`src/rtl/uart_pkg.sv`:
```
// Shared UART definitions used by both the receive and transmit paths.
// Holds the receiver state encoding, default line settings and the
// helper that turns a clock frequency and baud rate into clocks per bit.
package uart_pkg;

    localparam int WORD_WIDTH     = 32;
    localparam int BYTE_WIDTH     = 8;
    localparam int CLOCK_FREQ_DEF = 200_000_000;
    localparam int BAUD_RATE_DEF  = 115200;

    typedef enum logic [2:0] {
        IDLE,
        START,
        DATA,
        STOP,
        BREAK_WAIT
    } rx_state_t;

    function automatic int clks_per_bit(input int freq, input int baud);
        return freq / baud;
    endfunction

endpackage

```
`src/rtl/sync_2ff.sv`:
```
// Two-flop synchronizer for a single asynchronous input.
// The reset value is a parameter so idle-high lines come out of reset
// looking idle rather than producing a spurious edge.
module sync_2ff #(
    parameter logic RESET_VALUE = 1'b1
) (
    input  logic clock,
    input  logic reset,
    input  logic d,
    output logic q
);

    logic meta;

    // Shift the raw input through two flops; the second flop is the clean output.
    always_ff @(posedge clock) begin
        if (!reset) begin
            meta <= RESET_VALUE;
            q    <= RESET_VALUE;
        end else begin
            meta <= d;
            q    <= meta;
        end
    end

endmodule

```
`src/rtl/uart_rx_byte.sv`:
```
// 8N1 UART receiver with a valid/ready holding register.
// The line is oversampled at the system clock; the start bit is
// confirmed at its midpoint and each later bit is sampled one bit period
// after the previous sample. Framing errors and dropped bytes are flagged
// with single-cycle pulses.
module uart_rx_byte
    import uart_pkg::*;
#(
    parameter int DATA_WIDTH = BYTE_WIDTH,
    parameter int CLOCK_FREQ = CLOCK_FREQ_DEF,
    parameter int BAUD_RATE  = BAUD_RATE_DEF
) (
    input  logic                  clock,
    input  logic                  reset,
    input  logic                  sig_in,
    output logic [DATA_WIDTH-1:0] data_out,
    output logic                  data_valid,
    input  logic                  data_ready,
    output logic                  frame_error,
    output logic                  overrun
);

    localparam int CLKS_PER_BIT = clks_per_bit(CLOCK_FREQ, BAUD_RATE);
    localparam int HALF_BIT     = CLKS_PER_BIT / 2;
    localparam int CNT_W        = (CLKS_PER_BIT > 1) ? $clog2(CLKS_PER_BIT) : 1;
    localparam int IDX_W        = (DATA_WIDTH > 1) ? $clog2(DATA_WIDTH) : 1;

    localparam logic [CNT_W-1:0] CNT_LAST  = CNT_W'(CLKS_PER_BIT - 1);
    localparam logic [CNT_W-1:0] HALF_LAST = CNT_W'(HALF_BIT - 1);
    localparam logic [IDX_W-1:0] IDX_LAST  = IDX_W'(DATA_WIDTH - 1);

    logic rx_s;

    rx_state_t             state, state_next;
    logic [CNT_W-1:0]      bit_cnt, cnt_next;
    logic [IDX_W-1:0]      bit_idx, idx_next;
    logic [DATA_WIDTH-1:0] shift, shift_next;
    logic                  byte_done;
    logic                  stop_low;
    logic                  accept;

    sync_2ff #(
        .RESET_VALUE(1'b1)
    ) u_sync (
        .clock(clock),
        .reset(reset),
        .d    (sig_in),
        .q    (rx_s)
    );

    // Register the frame state machine, its counters and the shift register.
    always_ff @(posedge clock) begin
        if (!reset) begin
            state   <= IDLE;
            bit_cnt <= '0;
            bit_idx <= '0;
            shift   <= '0;
        end else begin
            state   <= state_next;
            bit_cnt <= cnt_next;
            bit_idx <= idx_next;
            shift   <= shift_next;
        end
    end

    // Decide the next frame state; the counter restarts on every transition.
    always_comb begin
        state_next = state;
        cnt_next   = bit_cnt + CNT_W'(1);
        idx_next   = bit_idx;
        shift_next = shift;
        byte_done  = 1'b0;
        stop_low   = 1'b0;
        case (state)
            IDLE: begin
                cnt_next = '0;
                if (!rx_s) begin
                    state_next = START;
                end
            end
            START: begin
                if (bit_cnt == HALF_LAST) begin
                    cnt_next = '0;
                    if (!rx_s) begin
                        state_next = DATA;
                        idx_next   = '0;
                    end else begin
                        state_next = IDLE;
                    end
                end
            end
            DATA: begin
                if (bit_cnt == CNT_LAST) begin
                    cnt_next            = '0;
                    shift_next[bit_idx] = rx_s;
                    if (bit_idx == IDX_LAST) begin
                        state_next = STOP;
                    end else begin
                        idx_next = bit_idx + IDX_W'(1);
                    end
                end
            end
            STOP: begin
                if (bit_cnt == CNT_LAST) begin
                    cnt_next = '0;
                    if (rx_s) begin
                        byte_done  = 1'b1;
                        state_next = IDLE;
                    end else begin
                        stop_low   = 1'b1;
                        state_next = BREAK_WAIT;
                    end
                end
            end
            BREAK_WAIT: begin
                cnt_next = '0;
                if (rx_s) begin
                    state_next = IDLE;
                end
            end
            default: begin
                cnt_next   = '0;
                state_next = IDLE;
            end
        endcase
    end

    assign accept = data_valid && data_ready;

    // Holding register: a finished byte loads if the slot is free or being
    // emptied this cycle, otherwise it is dropped and flagged as an overrun.
    always_ff @(posedge clock) begin
        if (!reset) begin
            data_out    <= '0;
            data_valid  <= 1'b0;
            frame_error <= 1'b0;
            overrun     <= 1'b0;
        end else begin
            frame_error <= stop_low;
            overrun     <= 1'b0;
            if (byte_done) begin
                if (!data_valid || accept) begin
                    data_out   <= shift;
                    data_valid <= 1'b1;
                end else begin
                    overrun <= 1'b1;
                end
            end else if (accept) begin
                data_valid <= 1'b0;
            end
        end
    end

endmodule

```
`config.mk`:
```
export PLATFORM = sky130hd
export DESIGN_NAME = uart_rx_byte
export DESIGN_NICKNAME = d
export VERILOG_FILES = /design/src/rtl/uart_pkg.sv /design/src/rtl/sync_2ff.sv /design/src/rtl/uart_rx_byte.sv
export SDC_FILE = /design/constraint.sdc
export NUM_CORES = 1
export LEC_CHECK = 0
export BUFFER_PORTS_ARGS = -buffer_cell sky130_fd_sc_hd__buf_2
export CORE_MARGIN = 4
export CORE_UTILIZATION = 35
export DETAILED_ROUTE_END_ITERATION = 7
export PLACE_DENSITY_LB_ADDON = 0.1
export SLEW_MARGIN = 20
export SYNTH_ARGS = -nofsm -noshare
export SYNTH_HDL_FRONTEND = slang
export SYNTH_SLANG_ARGS = --single-unit
```
`constraint.sdc`:
```
create_clock -name clock -period 5.55 [get_ports clock]
set_input_delay 0 -clock clock [delete_from_list [all_inputs] [get_ports clock]]
set_output_delay 0 -clock clock [all_outputs]
set_load 0.005 [all_outputs]
```
Word level (Yosys, flattened, before mapping). Index checks and enable logic that the tools add are counted.

Register bits: 38. Input port bits: 4. Word-level logic and storage cells: 73. Output and inout port bits: 11.

Magnitude comparators: 2. Muxes and demuxes: 28. Equal/unequal tests: 16. $add $sub $neg: 2. Reduce and logical (&&, ||, !) cells: 15.

Operators with widths (number): 3-bit two-way mux (11); 11-bit two-way mux (2); 11-bit one-hot mux with 2 select lines (1); 3-bit one-hot mux with 5 select lines (1); 2-bit inequality test, second input constant (7); 11-bit by 1-bit adder with 11-bit output, second input constant (1); 11-bit by 10-bit equality test with 1-bit output, second input constant (1); 11-bit equality test, second input constant (1); 1-bit two-way mux (9); 8-bit bitwise mux (1); 2-bit AND reduction (4); 3-bit by 2-bit equality test with 1-bit output, second input constant (2); 3-bit equality test, second input constant (2); 3-bit one-hot mux with 2 select lines (1); 6-bit AND reduction (1); 5-bit AND reduction (1); 3-bit by 4-bit less-than comparator with 1-bit output, second input constant (1); 2-bit by 1-bit inequality test with 1-bit output, second input constant (2); 2-bit nonzero test (2); 3-bit by 1-bit adder with 3-bit output, second input constant (1); 1-bit demux with 3-bit select (1); 3-bit by 1-bit equality test with 1-bit output, second input constant (1); 3-bit by 1-bit greater-or-equal comparator with 1-bit output, second input constant (1); 3-bit logical NOT (1); 6 further kinds (7).

Longest topological paths before layout.
Depth after elaboration: 5. Gate-level depth with buffers: 7. Gate-level depth less buffers: 6.

Hierarchy. A second synthesis with hierarchy kept.

Cells, all modules: 181. Area total of the unflattened synthesis: 1657.8 um^2.

Modules (own cells, without submodules): uart_rx_byte (area each 1605.3 um^2, cells an instance 177, seq. area each 720.7 um^2, times used 1); sync_2ff (area each 52.6 um^2, cells an instance 4, seq. area each 40.0 um^2, times used 1).

Worst setup path after synthesis. Ideal clock, no wire load.

Kind: reg-to-reg. From: register bit_cnt[0]. To: register shift[2]. Library setup time: 0.128 ns. Data required time: 5.422 ns. Arrival: 1.884 ns. Clock period less this slack: 2.011 ns. Stages on the path, launching flop included: 7. Slack: 3.539 ns. Path buffers: 0. Cells stage by stage: dfxtp_1 ha_1 nand4b_1 or4_4 nor4b_4 mux2i_1 nor2_1.

Longest elaborated chain between the ends: 2.

RTL lines: start: declaration (line uart_rx_byte.sv:35) `logic [CNT_W-1:0] bit_cnt, cnt_next;`; start signal: assignment (line uart_rx_byte.sv:60) `bit_cnt <= cnt_next;`; 11-bit equality test (line uart_rx_byte.sv:93) `if (bit_cnt == CNT_LAST) begin`; 2-bit AND reduction (no line); end signal: assignment (line uart_rx_byte.sv:62) `shift <= shift_next;`; end: declaration (line uart_rx_byte.sv:37) `logic [DATA_WIDTH-1:0] shift, shift_next;`.

Every way passes these cells. A chain may end at the register's enable or synchronous reset.

Final worst setup path. Same ends and word-level chain as after synthesis.

==> flow_metrics.tcl <==
set metrics [dict create \
    status "finished clean" \
    power_mw 0.4617 \
    vias 1245 \
    r2r_cells 6 \
    cts_resized 0 \
    syn_to_final_growth_pct 10.76 \
    grt-ovfl-total 0 \
    syn_inst 178 \
    synth_cell_types 36 \
    gp_congestion 0.7777 \
    row_count 24 \
    internal-power_mw 0.3643 \
    synth_area_leaders "dfxtp_1 45%, mux2i_1 12%, nor2_1 7.6%" \
    fmax_ghz 0.4423 \
    maxSlewViolCount 0 \
    cts.path.max_buffers 2 \
    period_minus_slack_ps 2261 \
    grt_pass1_wl_mm 5.658 \
    power.switching_mw 0.09743 \
    dieArea_sq_um 5994 \
    synth_fp_nets 185 \
    routed_wl_mm 3.120 \
    ys.flop_type "dfxtp_1" \
    core_sq_um 4504 \
    final_cell_area_sq_um 1868 \
    syn_avg_cell_area_sq_um 9.475 \
    pwr-share-comb 0.023 \
    ys_seq_elements 38 \
    ys.warnings.count 0 \
    worst_skew_pair.late_latency_ps 290 \
    ys_async_sr_fraction 0 \
    fin_nets 198 \
    tightest_slew_ps 844.1 \
    max_slew_margin 0.4367 \
    synth_top_area_frac 0.4510 \
    start_util 0.3744 \
    cts.sinks 38 \
    period_share 0.4074 \
    ioPinCount 15 \
    stdcell_count 243 \
    die_y_um 77.42 \
    fin_skew_ps 6.186 \
    swShare 0.2110 \
    cp.required_ps 5710 \
    grt_max_degree 21 \
    first_pass_iters 4 \
    vias_per_cell 5.123 \
    finalWorstSetupSlack_ps 3289 \
    syn-cell-area_sq_um 1687 \
    drtIter0Drc 71 \
    hpwl_mm 2.256 \
    drive_gt1_frac 0.1361 \
    antenna_found_initial 0 \
    synth_edf_count 0 \
    cts_made_buffers 5 \
    fillerInstances 459 \
    arrival_ps 2420 \
    final_hold_viol_count 0 \
    fin_util 0.4147 \
    yosys-top-cells-count "38 x dfxtp_1, 34 x nor2_1, 21 x mux2i_1" \
    ir_worst_vdd_v 0.0001010 \
    drcViolationCount 0 \
    cts.htree.levels 2 \
    finalSetupViolations 0 \
    yosysMostFrequentCell "dfxtp_1" \
    setup-tns-final_ps 0 \
    cts_root_buf "clkbuf_8" \
    grt_setup_unrepaired "no" \
    cts_tree "done" \
    p_seq_frac 0.598 \
    grt.total_usage 0.1179 \
    pre_cts_slack_ps 3286 \
    placedCellCount 235 \
    clk_pin_slew_worst_paths_ps 70 \
    hold_slack_ps 12.93 \
    p_per_area_nw_per_um2 247.2 \
    cap_violations 0 \
    placed_cell_area_sq_um 1782 \
    clkPwrFrac 0.379 \
    postRouteAntennaNets 0 \
    grt_pass1_vias 1198 \
    path_class "reg -> reg" \
    yosysSeqAreaShare 0.4510 \
    leakagePower_nw 0.7719 \
    cp-start-kind "register" \
    diodes 0 \
    die_w_um 77.42 \
    yosysTopAreaCell "dfxtp_1" \
    io_buffer_count 14 \
    wire_per_inst_um 12.84 \
    cp-end-kind "register" \
    min_path_cells 3 \
    crit_path_max_fanout 5 \
    hold_class "in -> reg" \
]
[critical path, cell delays in order (launching register included)]
cell,delay [ps]
dfxtp_1,370
ha_1,260
nand4b_1,280
or4_4,660
nor4b_4,300
mux2i_1,210
nor2_1,50
[sequential cells by signal (all words and copies together) (netlist names)]
| signal | flops |
|---|---|
| bit_cnt | 11 |
| state | 3 |
| u_sync.q | 1 |
| bit_idx | 3 |
| overrun | 1 |
| data_out | 8 |
| u_sync.meta | 1 |
| data_valid | 1 |
| shift | 8 |
| frame_error | 1 |
[logic make-up after synthesis]
logic type | synth area share
simple gates | 0.2856
flops | 0.4510
mux | 0.1246
buf+inv | 0.03041
compound gates | 0.03932
xor+xnor | 0.04673
fa+ha+maj | 0.02226
[layer usage]
layer  track usage  vias to the layer above  share of wire
li1              -                      645              -
met1        0.1605                      576           0.50
met2        0.1667                       20           0.45
met3       0.04514                        4          0.038
met4       0.04804                        0         0.0099
met5             0                        -              0
[what timing repair did]
action                                 4_1_cts  5_1_grt
hold buffers                                 1        0
endpoints found under the hold margin        1        0
buffers inserted                             0        0
[power by group through the flow]
stage               clock network (mW)  logic [mW]  registers, mW
CTS                              0.184      0.0109          0.276
floorplan                            0     0.00839          0.281
global route                     0.198      0.0121          0.276
finish                           0.175      0.0107          0.276
global placement                     0      0.0101          0.282
detailed placement                   0      0.0104          0.282
[placed cells by master, fill, tap and decap left out, drive strengths merged, types with 3 or more instances in the layout]
cell / count
dfxtp: 38
nor2: 34
mux2i: 21
buf: 14
nand2: 10
nand3: 10
clkbuf: 7
nor3: 5
xnor2: 5
xor2: 4
inv: 3
nand4b: 3
and3: 3
nand2b: 3
ha: 3
nor4: 3
[layout make-up]
type / count / area (sq um) / area share
multi-input cells: 128 / 874.6 / 0.4682
flip-flops and latches: 38 / 760.7 / 0.4072
repair buffers: 15 / 80.08 / 0.04287
clock buffers: 7 / 76.32 / 0.04086
well taps: 52 / 65.06 / 0.03483
inverters: 3 / 11.26 / 0.006028
[worst paths after layout]
check / slack [ps] / to / from
max: 3290 / shift[2] / bit_cnt[0]
min: 10 / overrun / data_ready
max reg2reg: 3290 / shift[2] / bit_cnt[0]
min reg2reg: 410 / u_sync.q / u_sync.meta
(Power assumes the default switching activity.)
